`src/rtl/cipher_pkg.sv`:
```
// -----------------------------------------------------------------------------
// cipher_pkg
//
// Definitions shared by the cipher pipeline: the input loader, the encrypt
// stage and the future decrypt stage.
//
// Contents:
//   - Loader FSM state encoding (2 bits, plain constants so that older
//     blocks comparing raw state bits keep working).
//   - ASCII bounds for the legal alphabet and the lower-to-upper case offset.
//   - Small classification helpers for a single ASCII byte.
// -----------------------------------------------------------------------------
package cipher_pkg;

    typedef logic [1:0] cipher_state_t;

    // Loader FSM states
    localparam logic [1:0] S_SECRET = 2'd0;  // collecting key characters
    localparam logic [1:0] S_TEXT   = 2'd1;  // collecting message characters
    localparam logic [1:0] S_DONE   = 2'd2;  // both buffers full, waiting for ack
    localparam logic [1:0] S_ERR    = 2'd3;  // illegal character seen, waiting for ack

    // ASCII alphabet bounds
    localparam logic [7:0] ASCII_UPPER_FIRST = 8'h41;  // 'A'
    localparam logic [7:0] ASCII_UPPER_LAST  = 8'h5A;  // 'Z'
    localparam logic [7:0] ASCII_LOWER_FIRST = 8'h61;  // 'a'
    localparam logic [7:0] ASCII_LOWER_LAST  = 8'h7A;  // 'z'
    localparam logic [7:0] ASCII_CASE_FOLD   = 8'h20;  // 'a' - 'A'

    function automatic logic is_upper(input logic [7:0] ch);
        return (ch >= ASCII_UPPER_FIRST) && (ch <= ASCII_UPPER_LAST);
    endfunction

    function automatic logic is_lower(input logic [7:0] ch);
        return (ch >= ASCII_LOWER_FIRST) && (ch <= ASCII_LOWER_LAST);
    endfunction

endpackage

```
`src/rtl/cipher_char_normalize.sv`:
```
// -----------------------------------------------------------------------------
// cipher_char_normalize
//
// Purely combinational character filter. Upper-case letters pass through,
// lower-case letters are folded to upper case, every other byte is flagged
// illegal (the output character is then 0 and must not be used).
//
// Ports:
//   i_w_char     in   8  raw ASCII byte
//   o_w_char     out  8  upper-case letter (valid when o_w_illegal is 0)
//   o_w_illegal  out  1  byte is not a letter
// -----------------------------------------------------------------------------
module cipher_char_normalize
    import cipher_pkg::*;
(
    input  logic [7:0] i_w_char,
    output logic [7:0] o_w_char,
    output logic       o_w_illegal
);

    always_comb begin
        o_w_char    = 8'h00;
        o_w_illegal = 1'b1;
        if (is_upper(i_w_char)) begin
            o_w_char    = i_w_char;
            o_w_illegal = 1'b0;
        end else if (is_lower(i_w_char)) begin
            o_w_char    = i_w_char - ASCII_CASE_FOLD;
            o_w_illegal = 1'b0;
        end
    end

endmodule

```
`src/rtl/cipher_input_loader.sv`:
```
// -----------------------------------------------------------------------------
// cipher_input_loader
//
// Upstream feeder for the encrypt stage. Takes one ASCII character per cycle,
// fills the secret buffer first and the text buffer second, then holds both
// (o_r_done = 1) until the consumer acknowledges. Any non-letter stops the
// load and raises o_r_error until acknowledged.
//
// Handshake: a byte is transferred on a rising edge where i_w_valid and
// o_w_ready are both 1. o_w_ready depends on the FSM state only (never on
// i_w_valid); it is 1 while collecting and 0 in S_DONE / S_ERR, so bytes
// offered then are simply not taken. i_w_ack is only honoured in S_DONE and
// S_ERR.
//
// Ports:
//   i_w_clk     in   1       clock, rising edge
//   i_w_rst     in   1       synchronous active-high reset
//   i_w_valid   in   1       upstream byte valid
//   i_w_data    in   8       upstream ASCII byte
//   o_w_ready   out  1       loader can accept a byte this cycle
//   i_w_ack     in   1       consumer took the buffers / clears an error
//   o_r_secret  out  S*8     secret, first character in the MSB byte
//   o_r_text    out  M*8     text, first character in the MSB byte
//   o_r_done    out  1       both buffers complete and stable
//   o_r_error   out  1       illegal character received
//   o_r_state   out  2       current FSM state (debug visibility)
// -----------------------------------------------------------------------------
module cipher_input_loader
    import cipher_pkg::*;
#(
    parameter int p_message_length = 27,
    parameter int p_secret_length  = 6
) (
    input  logic                          i_w_clk,
    input  logic                          i_w_rst,
    input  logic                          i_w_valid,
    input  logic [7:0]                    i_w_data,
    output logic                          o_w_ready,
    input  logic                          i_w_ack,
    output logic [p_secret_length*8-1:0]  o_r_secret,
    output logic [p_message_length*8-1:0] o_r_text,
    output logic                          o_r_done,
    output logic                          o_r_error,
    output logic [1:0]                    o_r_state
);

    localparam int MAX_LEN = (p_message_length > p_secret_length) ?
                             p_message_length : p_secret_length;
    // Guard the degenerate single-character case so the counter is never 0 bits.
    localparam int CW = (MAX_LEN > 1) ? $clog2(MAX_LEN) : 1;

    localparam logic [CW-1:0] SECRET_LAST = CW'(p_secret_length - 1);
    localparam logic [CW-1:0] TEXT_LAST   = CW'(p_message_length - 1);

    cipher_state_t state_q;
    logic [CW-1:0] counter_q;

    logic [7:0] norm_char;
    logic       norm_illegal;
    logic       xfer;

    cipher_char_normalize u_normalize (
        .i_w_char    (i_w_data),
        .o_w_char    (norm_char),
        .o_w_illegal (norm_illegal)
    );

    assign o_w_ready = (state_q == S_SECRET) || (state_q == S_TEXT);
    assign xfer      = i_w_valid && o_w_ready;
    assign o_r_state = state_q;

    always_ff @(posedge i_w_clk) begin
        if (i_w_rst) begin
            state_q    <= S_SECRET;
            counter_q  <= '0;
            o_r_secret <= '0;
            o_r_text   <= '0;
            o_r_done   <= 1'b0;
            o_r_error  <= 1'b0;
        end else begin
            case (state_q)
                S_SECRET: begin
                    if (xfer) begin
                        if (norm_illegal) begin
                            // Byte dropped, buffers left as they are.
                            state_q   <= S_ERR;
                            o_r_error <= 1'b1;
                        end else begin
                            // Character k lands in byte (L-1-k), i.e. string-literal order.
                            for (int i = 0; i < p_secret_length; i++) begin
                                if (counter_q == CW'(i)) begin
                                    o_r_secret[(p_secret_length-1-i)*8 +: 8] <= norm_char;
                                end
                            end
                            if (counter_q == SECRET_LAST) begin
                                counter_q <= '0;
                                state_q   <= S_TEXT;
                            end else begin
                                counter_q <= counter_q + CW'(1);
                            end
                        end
                    end
                end

                S_TEXT: begin
                    if (xfer) begin
                        if (norm_illegal) begin
                            state_q   <= S_ERR;
                            o_r_error <= 1'b1;
                        end else begin
                            for (int i = 0; i < p_message_length; i++) begin
                                if (counter_q == CW'(i)) begin
                                    o_r_text[(p_message_length-1-i)*8 +: 8] <= norm_char;
                                end
                            end
                            if (counter_q == TEXT_LAST) begin
                                // done rises on the edge that takes the last byte
                                state_q  <= S_DONE;
                                o_r_done <= 1'b1;
                            end else begin
                                counter_q <= counter_q + CW'(1);
                            end
                        end
                    end
                end

                S_DONE, S_ERR: begin
                    // Both exits return to the full reset picture.
                    if (i_w_ack) begin
                        state_q    <= S_SECRET;
                        counter_q  <= '0;
                        o_r_secret <= '0;
                        o_r_text   <= '0;
                        o_r_done   <= 1'b0;
                        o_r_error  <= 1'b0;
                    end
                end

                default: begin
                    state_q <= S_SECRET;
                end
            endcase
        end
    end

endmodule

```
`config.mk`:
```
export PLATFORM = sky130hd
export DESIGN_NAME = cipher_input_loader
export DESIGN_NICKNAME = d
export VERILOG_FILES = /design/src/rtl/cipher_pkg.sv /design/src/rtl/cipher_char_normalize.sv /design/src/rtl/cipher_input_loader.sv
export SDC_FILE = /design/constraint.sdc
export NUM_CORES = 1
export LEC_CHECK = 0
export ABC_CLOCK_PERIOD_IN_PS = 1900
export BUFFER_PORTS_ARGS = -buffer_cell sky130_fd_sc_hd__buf_2
export CAP_MARGIN = 10
export CORE_UTILIZATION = 48
export CTS_CLUSTER_SIZE = 28
export DETAILED_ROUTE_END_ITERATION = 12
export PLACE_DENSITY = 0.77
export SYNTH_ARGS = -nofsm -noshare
export SYNTH_HDL_FRONTEND = slang
export SYNTH_SLANG_ARGS = --single-unit
```
`constraint.sdc`:
```
create_clock -name i_w_clk -period 1.9 [get_ports i_w_clk]
set_clock_uncertainty 0.15 [all_clocks]
set_input_delay 0.19 -clock i_w_clk [delete_from_list [all_inputs] [get_ports i_w_clk]]
set_output_delay 0.19 -clock i_w_clk [all_outputs]
set_load 0.01 [all_outputs]
```
# Word level (Yosys, flattened, before mapping)
# Cells that the tools add are included.
# totals
register_bits,273
inputBits,12
output_inout_bits,269
word_cells,224
# op_classes
addsub,2
n_lt_le_gt_ge,4
eq_ne,72
muxes,63
reduce_logical,46
# ops
op,n
216-bit two-way mux,3
216-bit one-hot mux with 2 select lines,1
8-bit two-way mux,29
5-bit AND reduction,34
48-bit two-way mux,3
48-bit one-hot mux with 2 select lines,1
2-bit by 1-bit inequality test with 1-bit output (second input constant),35
5-bit == test (second input constant),11
5-bit by 4-bit == test with 1-bit output (second input constant),8
5-bit two-way mux,7
5-bit by 3-bit == test with 1-bit output (second input constant),4
8-bit by 7-bit >= comparator with 1-bit output (second input constant),2
8-bit by 7-bit less-or-equal comparator with 1-bit output (second input constant),2
5-bit one-hot mux with 3 select lines,1
2-bit two-way mux,7
2-bit inequality test (second input constant),6
5-bit by 2-bit == test with 1-bit output (second input constant),2
1-bit two-way mux,8
8-bit by 6-bit subtractor with 8-bit output (second input constant),1
3-bit by 2-bit inequality test with 1-bit output (second input constant),2
2-bit one-hot mux with 3 select lines,1
6-bit AND reduction,1
5-bit by 1-bit adder with 5-bit output (second input constant),1
5-bit by 1-bit == test with 1-bit output (second input constant),1
other kinds (10),16

# Depth between registers and ports, before layout
# Gate-level depths: netlist of the first run.
# depth
ltp_word,8
ltp_mapped,8
mapped_depth_nobuf,7

# By module
# A second synthesis of the first run with hierarchy kept.
# unflattened
cells_unflattened,1041
hier_area_um2,11177.0
# by_module_without_submodules
mod,n_inst,cells_each,area_each_um2,seq_area_each_um2
cipher_input_loader,1,1009,10966.8,5465.2
cipher_char_normalize,1,32,210.2,0.0

# Worst setup path after synthesis of the first run
# Ideal clock, no wire load.
# synth_path
path_type,reg2reg
start,"reg state_q[1], in the netlist o_r_state[1]"
end,reg o_r_secret[26]
arrival_ps,1812
t_required_ps,1622
path_slack_ps,-190
path_stages_with_launch,8
n_path_buf,2
synth_period_minus_slack_ps,2090
path_cell_list,dfxtp_1 -> clkbuf_1 -> or4_1 -> nor2_1 -> a31oi_1 -> clkbuf_1 -> nand3b_1 -> o21ai_0
# synth_between
elab_chain_len,5
word_cells_on_any_way,14
classes_between,7 x eq/ne; 1 x mux; 6 x reduce/logical
# synth_rtl
item,line_no,rtl
start: declaration,cipher_input_loader.sv:55,cipher_state_t state_q;
start signal: assignment,cipher_input_loader.sv:74,state_q <= S_SECRET;
start signal: assignment,cipher_input_loader.sv:86,state_q <= S_ERR;
start signal: assignment,cipher_input_loader.sv:97,state_q <= S_TEXT;
2-bit by 1-bit == test with 1-bit output / 2-bit logical NOT (equally long branches),"cipher_input_loader.sv:68, cipher_input_loader.sv:81",
1-bit logical OR,cipher_input_loader.sv:68,assign o_w_ready = (state_q == S_SECRET) || (state_q == S_TEXT);
1-bit logical AND,cipher_input_loader.sv:69,assign xfer = i_w_valid && o_w_ready;
2-bit inequality test (no source line),n/a,
5-bit AND reduction (no source line),n/a,
end signal: indexed assignment,cipher_input_loader.sv:92,o_r_secret[(p_secret_length-1-i)*8 +: 8] <= norm_char;
end: declaration,cipher_input_loader.sv:40,"output logic [p_secret_length*8-1:0] o_r_secret,"
# Parallel ways exist; a longest one is shown, timed or not.
# A chain may end at the register's enable or synchronous reset.

# Final worst setup path of the first run
# layout_path
start,reg counter_q[2]
end,reg o_r_text[206]
# layout_between
elab_chain_len,3
# layout_rtl
item,line_no,rtl
start: declaration,cipher_input_loader.sv:56,logic [CW-1:0] counter_q;
start signal: assignment,cipher_input_loader.sv:99,counter_q <= counter_q + CW'(1);
start signal: assignment,cipher_input_loader.sv:121,counter_q <= counter_q + CW'(1);
5-bit by 1-bit == test with 1-bit output,cipher_input_loader.sv:112,if (counter_q == CW'(i)) begin
2-bit by 1-bit inequality test with 1-bit output (no source line),n/a,
5-bit AND reduction (no source line),n/a,
end signal: indexed assignment,cipher_input_loader.sv:113,o_r_text[(p_message_length-1-i)*8 +: 8] <= norm_char;
end: declaration,cipher_input_loader.sv:41,"output logic [p_message_length*8-1:0] o_r_text,"
# No other way between the ends.

==> flow_summary.yaml, run 1 <==
outcome:
  run_status: "finished with violations"
  violated_checks: "setup timing"
cts:
  clockBufferDepth: 3
  worst_setup_hold_path_clk_slew_ns: 0.07
  cts_root_buf: "clkbuf_16"
  number_of_clock_sinks_seen_by_cts: 273
  cts_tree: "done"
  clk_latency_ns: 0.54
  number_of_buffers_created_by_cts: 28
  clock_tree.htree_level_count: 1
floorplan:
  num_rows: 54
  chipWidth_um: 151.1
  initial_core_utilization: 0.4887
  fp.dieArea_mm2: 0.02282
  die_h_um: 151.1
  ios: 281
  floorplan.core_area_mm2: 0.02182
grt:
  grt_first_pass_wirelength_mm: 49.18
  grt_pass1_vias: 8952
  global_route.usage.met3: 0.04277
  grt_antenna_before_repair: 2
  gr-total-overflow: 0
  grt_start_max_net_pins: 214
  grt-busiest-layer: "met2"
  gr-usage-met1: 0.3605
  globalRouteMet2Util: 0.4601
  grtUsageTotal: 0.2766
critical_path:
  setup.worst_path.start_class: "register"
  worstSetupPathType: "reg2reg"
  worst-r2r-setup-slack_ns: -0.16
  timing.critical_path.to_type: "register"
  regToRegStartpoint: "counter_q[2]"
  worst-endpoint-required_ns: 2.14
  cell_depth_of_the_worst_flop_to_flop_path: 6
  worst_ep_arrival_time_ns: 2.29
  r2r_end: "o_r_text[206]"
  worstPathMaxFanout: 6
timing:
  hold_ws_ns: 0.06638
  timing.fmax_ghz: 0.4864
  timing.final.ws_setup_ns: -0.1557
  timing.slew.headroom: 0.4807
  pin_slew_with_the_least_headroom_to_its_limit_ns: 0.7789
  report.final.slew_viol_count: 0
  rsz0062_at_grt: "yes"
  period_minus_slack_ns: 2.056
  finalHoldViolCount: 0
  timing.final.crit_share: 1.082
  setup-violations-final: 105
power:
  seqPwrFrac: 0.461
  irDropWorstVdd_uv: 609.7
  power.switching_fraction: 0.2425
  design_power_total_mw: 12.63
  p_leak_nw: 7.568
  p_switching_mw: 3.062
  comb_power_share: 0.113
  power_internal_mw: 9.564
  power_density_mw_per_mm2: 812.4
  clock_power_share: 0.426
synthesis:
  synthFlopType: "dfxtp_1"
  synthesis.yosys.warnings: 0
  syn_inst_count: 1029
  ys_top_cells_by_area: "dfxtp_1, mux2i_1, nand2b_1"
  yosysMostFrequentCell: "dfxtp_1"
  synth_commonest_cells: "dfxtp_1, mux2i_1, nand2b_1"
  synth_top_cell_by_area: "dfxtp_1"
  post-synth-top-area-fraction: 0.5124
  syn_area_mm2: 0.01067
  simple_gate_share_of_the_synthesized_area: 0.2111
  synth_edf_count: 0
  synth_cell_types: 53
  ffs_latches_synth: 273
  syn-mean-instance-area_um2: 10.36
  ys_async_sr_fraction: 0
  yosys.area_share.adder: 0.008212
  synth_fp_nets: 1048
  synth-compound-area-share: 0.09221
  synth.yosys.seq_area_share: 0.5124
  main_combinational_cell_family_by_area_after_synthesis: "simple AND/OR/NAND/NOR gates"
  muxShareOfSynthArea: 0.1408
  yosys.area_share.xor_xnor: 0
route:
  dr_total_vias: 9474
  drtIter0Drc: 633
  finalWirelength_mm: 34.28
  wl_per_cell_um: 19.75
  via_per_inst: 5.457
  final_antenna_net_count: 0
  firstDrtPassIters: 5
  drc: 0
hold_path:
  hold_path_end: "o_r_text[126]"
  hold_start: "i_w_rst"
  timing.hold.worst_path_depth: 3
  hold_path_class: "in2reg"
layout:
  utilization: 0.7122
  post_route_cells_drive_above_1_share: 0.4128
  post-route-cell-area_mm2: 0.01554
  sequential_cell_area_mm2: 0.005489
  fillers: 1519
  num_antenna_cells: 0
  area.growth.synth_to_final_pct: 45.73
  fin_nets: 1454
  area_taken_by_multi_input_logic_gates_mm2: 0.005455
placement:
  hpwlAfterDp_mm: 21.39
  routabilityCongestion: 0.8838
  detailed_place.area_mm2: 0.01363
  place_worst_setup_slack_ns: -0.6079
  portBuffers: 280
job:
  cap_viol_max_count: 0
flip-flops by register name, indices dropped and copies added (netlist names):
signal and count:
o_r_error 1, o_r_text 216, counter_q 5, o_r_done 1
o_r_state 2, o_r_secret 48
worst max-delay path by stage:
stage / depth (start not counted) / from / endpoint / slack [ns]
after detailed placement: 7 / i_w_data[6] / o_r_text[186] / -0.61
after floorplan: 6 / i_w_data[2] / o_r_text[88] / -0.09
final: 6 / counter_q[2] / o_r_text[206] / -0.16
after global placement: 7 / i_w_data[6] / o_r_secret[42] / -0.52
after global routing: 9 / counter_q[1] / o_r_secret[6] / -0.24
after CTS: 7 / o_r_state[1] / o_r_text[202] / -0.08
per-layer routing:
layer	share of wire	wire, um
met1	0.43	14580
met2	0.48	16600
met3	0.055	1895
met4	0.035	1216
met5	0	0
layout make-up:
| class | instances | share of cell area |
|---|---|---|
| clock buffers | 41 | 0.05281 |
| clock inverters | 10 | 0.005152 |
| inverters | 9 | 0.002576 |
| multi-input cells | 663 | 0.3510 |
| flip-flops and latches | 273 | 0.3532 |
| well taps | 280 | 0.02254 |
| repair buffers | 460 | 0.2128 |
worst max-delay path, cell delays in order, from the launching register on:
cell     delay, ns
dfxtp_4       0.37
or4b_4        0.65
buf_6         0.18
nor2_4        0.10
a31oi_4       0.13
mux2i_1       0.24
nor2_1        0.09
what timing repair did:
action	in CTS	in global routing
resized for setup	78	99
hold endpoints to repair	9	0
buffers inserted	22	17
hold buffers	8	0
pin swaps	19	26
cloned	1	5
setup endpoints to repair	240	211
cells by family after synthesis:
family / after synthesis
multiplexers: 150
flip-flops: 273
adder cells (fa/ha/maj): 7
buffers and inverters: 93
AO/OA/AOI/OAI: 152
AND/OR/NAND/NOR: 354
stage by stage:
| step | TNS [ns] | instances |
|---|---|---|
| floorplan | -7.853 | 1029 |
| global placement | -78.29 | 1637 |
| detailed placement | -87.23 | 1637 |
| CTS | -2.228 | 1718 |
| global route | -12.10 | 1736 |
| finish | -5.325 | 1736 |
placed cells by master (no fill, tap or decap), types with 6 or more instances in the layout:
cell / netlist / routed
a21oi_1: 11 / 9
a31oi_4: 1 / 11
and3b_1: 23 / 23
buf_12: 0 / 27
buf_2: 13 / 280
buf_4: 0 / 101
buf_6: 1 / 41
clkbuf_1: 66 / 7
clkbuf_16: 0 / 31
clkinv_2: 0 / 7
dfxtp_1: 273 / 266
dfxtp_4: 0 / 6
dlygate4sd3_1: 0 / 8
inv_1: 9 / 6
mux2i_1: 150 / 150
nand2_1: 17 / 10
nand2_2: 6 / 11
nand2_8: 0 / 9
nand2b_1: 129 / 127
nand3_1: 14 / 9
nand3b_1: 79 / 79
nor2_1: 52 / 38
nor2_4: 0 / 11
o21ai_0: 94 / 43
o21ai_1: 2 / 47
o311a_1: 7 / 7
power by group through the flow:
stage / logic [mW] / clock network (mW) / registers [mW]
2_1_floorplan: 0.680 / 0 / 5.97
3_3_place_gp: 1.17 / 0 / 5.95
3_5_place_dp: 1.18 / 0 / 5.95
4_1_cts: 1.30 / 5.44 / 5.82
5_1_grt: 1.50 / 5.71 / 5.82
6_report: 1.43 / 5.38 / 5.82
(Power assumes the default switching activity.)
==> run 2: changes to the inputs <==
--- a/config.mk
+++ b/config.mk
@@ -8,10 +8,9 @@
 export ABC_CLOCK_PERIOD_IN_PS = 1900
 export BUFFER_PORTS_ARGS = -buffer_cell sky130_fd_sc_hd__buf_2
 export CAP_MARGIN = 10
-export CORE_UTILIZATION = 48
+export CORE_UTILIZATION = 38
 export CTS_CLUSTER_SIZE = 28
 export DETAILED_ROUTE_END_ITERATION = 12
-export PLACE_DENSITY = 0.77
 export SYNTH_ARGS = -nofsm -noshare
 export SYNTH_HDL_FRONTEND = slang
 export SYNTH_SLANG_ARGS = --single-unit
==> flow_summary.yaml, run 2 (same netlist as run 1, synthesis figures left out) <==
outcome:
  run_status: "finished with violations"
  violated_checks: "setup timing"
critical_path:
  cp_delay_by_family_top: "simple AND/OR/NAND/NOR gates"
  worst-r2r-setup-slack_ns: -0.12
  timing.critical_path.buf_inv: 2
  worstPathMaxFanout: 6
  worst_ep_arrival_time_ns: 2.28
  cell_depth_of_the_worst_flop_to_flop_path: 7
  worstSetupPathType: "reg2reg"
  r2r_end: "o_r_text[214]"
  setup.worst_path.start_class: "register"
  critical-path-max-stage-delay_ns: 0.63
  timing.critical_path.to_type: "register"
  cp_cell_sequence: "or4b_4 -> buf_8 -> nor2_4 -> a31oi_4 -> buf_12 -> mux2i_1 -> nor2_1"
  critical_path.slowest_cell: "or4b_4"
  regToRegStartpoint: "counter_q[3]"
  worst-endpoint-required_ns: 2.16
placement:
  hpwlAfterDp_mm: 22.68
  portBuffers: 280
  routabilityCongestion: 0.8523
  detailed_place.area_mm2: 0.01380
  dp.cells: 1736
cts:
  number_of_buffers_created_by_cts: 30
  cts_root_buf: "clkbuf_16"
  clockBufferDepth: 3
  cts_tree: "done"
  number_of_clock_sinks_seen_by_cts: 273
  clock_tree.htree_level_count: 1
  clk_latency_ns: 0.55
  worst_setup_hold_path_clk_slew_ns: 0.06
layout:
  sequential_cell_area_mm2: 0.005489
  mostFrequentLayoutCells: "buf_2, dfxtp_1, mux2i_1"
  top_regs: "o_r_text x216, o_r_secret x48, counter_q x5"
  register_ranked_first_by_flip_flop_count: "o_r_text"
  fillers: 2422
  post_route_cells_drive_above_1_share: 0.4123
  area_taken_by_multi_input_logic_gates_mm2: 0.005371
  area.growth.synth_to_final_pct: 46.70
  layout.cells.most_common: "buf_2"
  post-route-cell-area_mm2: 0.01565
  num_antenna_cells: 0
  largest_register_ff_count: 216
  fin_nets: 1448
  fin_cells: 1825
power:
  seqPwrFrac: 0.430
  comb_power_share: 0.101
  power.switching_fraction: 0.2360
  clock_power_share: 0.469
  power_density_mw_per_mm2: 865.2
  power_internal_mw: 10.34
  design_power_total_mw: 13.54
  p_switching_mw: 3.195
  irDropWorstVdd_uv: 614.3
  p_leak_nw: 7.575
floorplan:
  num_rows: 60
  chipWidth_um: 169.5
  fp.dieArea_mm2: 0.02874
  initial_core_utilization: 0.3914
  ios: 281
  die_h_um: 169.5
  floorplan.core_area_mm2: 0.02725
grt:
  gr-total-overflow: 0
  grtUsageTotal: 0.2311
  grt_first_pass_wirelength_mm: 51.76
  grt_pass1_vias: 8894
  grt_antenna_before_repair: 0
  grt_start_max_net_pins: 89
timing:
  rsz0062_at_grt: "yes"
  period_minus_slack_ns: 2.019
  setup-violations-final: 84
  pin_slew_with_the_least_headroom_to_its_limit_ns: 0.8277
  timing.final.crit_share: 1.063
  report.final.slew_viol_count: 0
  timing.slew.headroom: 0.4463
  timing.fmax_ghz: 0.4953
  timing.final.ws_setup_ns: -0.1190
  finalHoldViolCount: 0
route:
  wl_per_cell_um: 18.80
  finalWirelength_mm: 34.30
  final_antenna_net_count: 0
  via_per_inst: 4.927
  firstDrtPassIters: 5
  drtIter0Drc: 554
  drc: 0
  dr_total_vias: 8991
hold_path:
  hold_path_end: "o_r_state[0]"
  timing.hold.worst_path_depth: 4
  hold_start: "i_w_ack"
  hold_path_class: "in2reg"
job:
  cap_viol_max_count: 0
[run 2: worst max-delay path by stage]
stage,from,endpoint,slack (ns),depth (start not counted)
3_3_place_gp,i_w_data[2],o_r_text[46],-0.34,7
6_report,counter_q[3],o_r_text[214],-0.12,7
2_1_floorplan,i_w_data[2],o_r_text[88],-0.09,6
3_5_place_dp,i_w_data[2],o_r_text[46],-0.39,7
5_1_grt,counter_q[1],o_r_secret[39],-0.18,10
4_1_cts,counter_q[3],o_r_text[214],-0.07,7
[run 2: tightest hold or removal path, delay by kind of cell]
family | cells | cell delay (ns)
buffers and inverters | 1 | 0.10
AO/OA/AOI/OAI | 2 | 0.27
AND/OR/NAND/NOR | 1 | 0.18
[run 2: metrics by stage]
| step | utilization | TNS [ns] | worst slack (ns) | hold WS, ns |
|---|---|---|---|---|
| floorplan | - | -7.853 | -0.08928 | 0.1704 |
| global placement | 0.5064 | -69.84 | -0.3380 | 0.2831 |
| detailed placement | 0.5064 | -77.81 | -0.3912 | 0.2825 |
| CTS | 0.5617 | -0.9719 | -0.06637 | 0.08840 |
| global route | 0.5742 | -9.103 | -0.1797 | 0.1169 |
| finish | 0.5742 | -2.643 | -0.1190 | 0.08604 |
[run 2: layout make-up]
| class | instances | share of cell area |
|---|---|---|
| clock inverters | 16 | 0.01631 |
| inverters | 9 | 0.002719 |
| repair buffers | 451 | 0.2035 |
| multi-input cells | 664 | 0.3433 |
| well taps | 372 | 0.02975 |
| clock buffers | 40 | 0.05358 |
| flip-flops and latches | 273 | 0.3508 |
[run 2: repair_timing]
item	in CTS	in global routing
gates cloned	2	0
setup endpoints to repair	161	179
hold buffers	7	0
hold endpoints to repair	19	0
pin swaps	18	25
resized for setup	65	86
buffers inserted	11	15
[run 2: routing by layer]
metal	routed length (um)	vias up	GRT usage
met4	943	0	0.07207
met2	16350	253	0.3895
li1	-	4365	-
met1	15240	4317	0.2998
met3	1767	56	0.04081
met5	0	-	0
[run 2: power by group through the flow]
stage	Combinational [mW]	Clock [mW]	Sequential, mW
2_1_floorplan	0.680	0	5.97
5_1_grt	1.45	6.71	5.82
3_5_place_dp	1.21	0	5.95
3_3_place_gp	1.21	0	5.95
6_report	1.37	6.35	5.82
4_1_cts	1.29	6.48	5.82
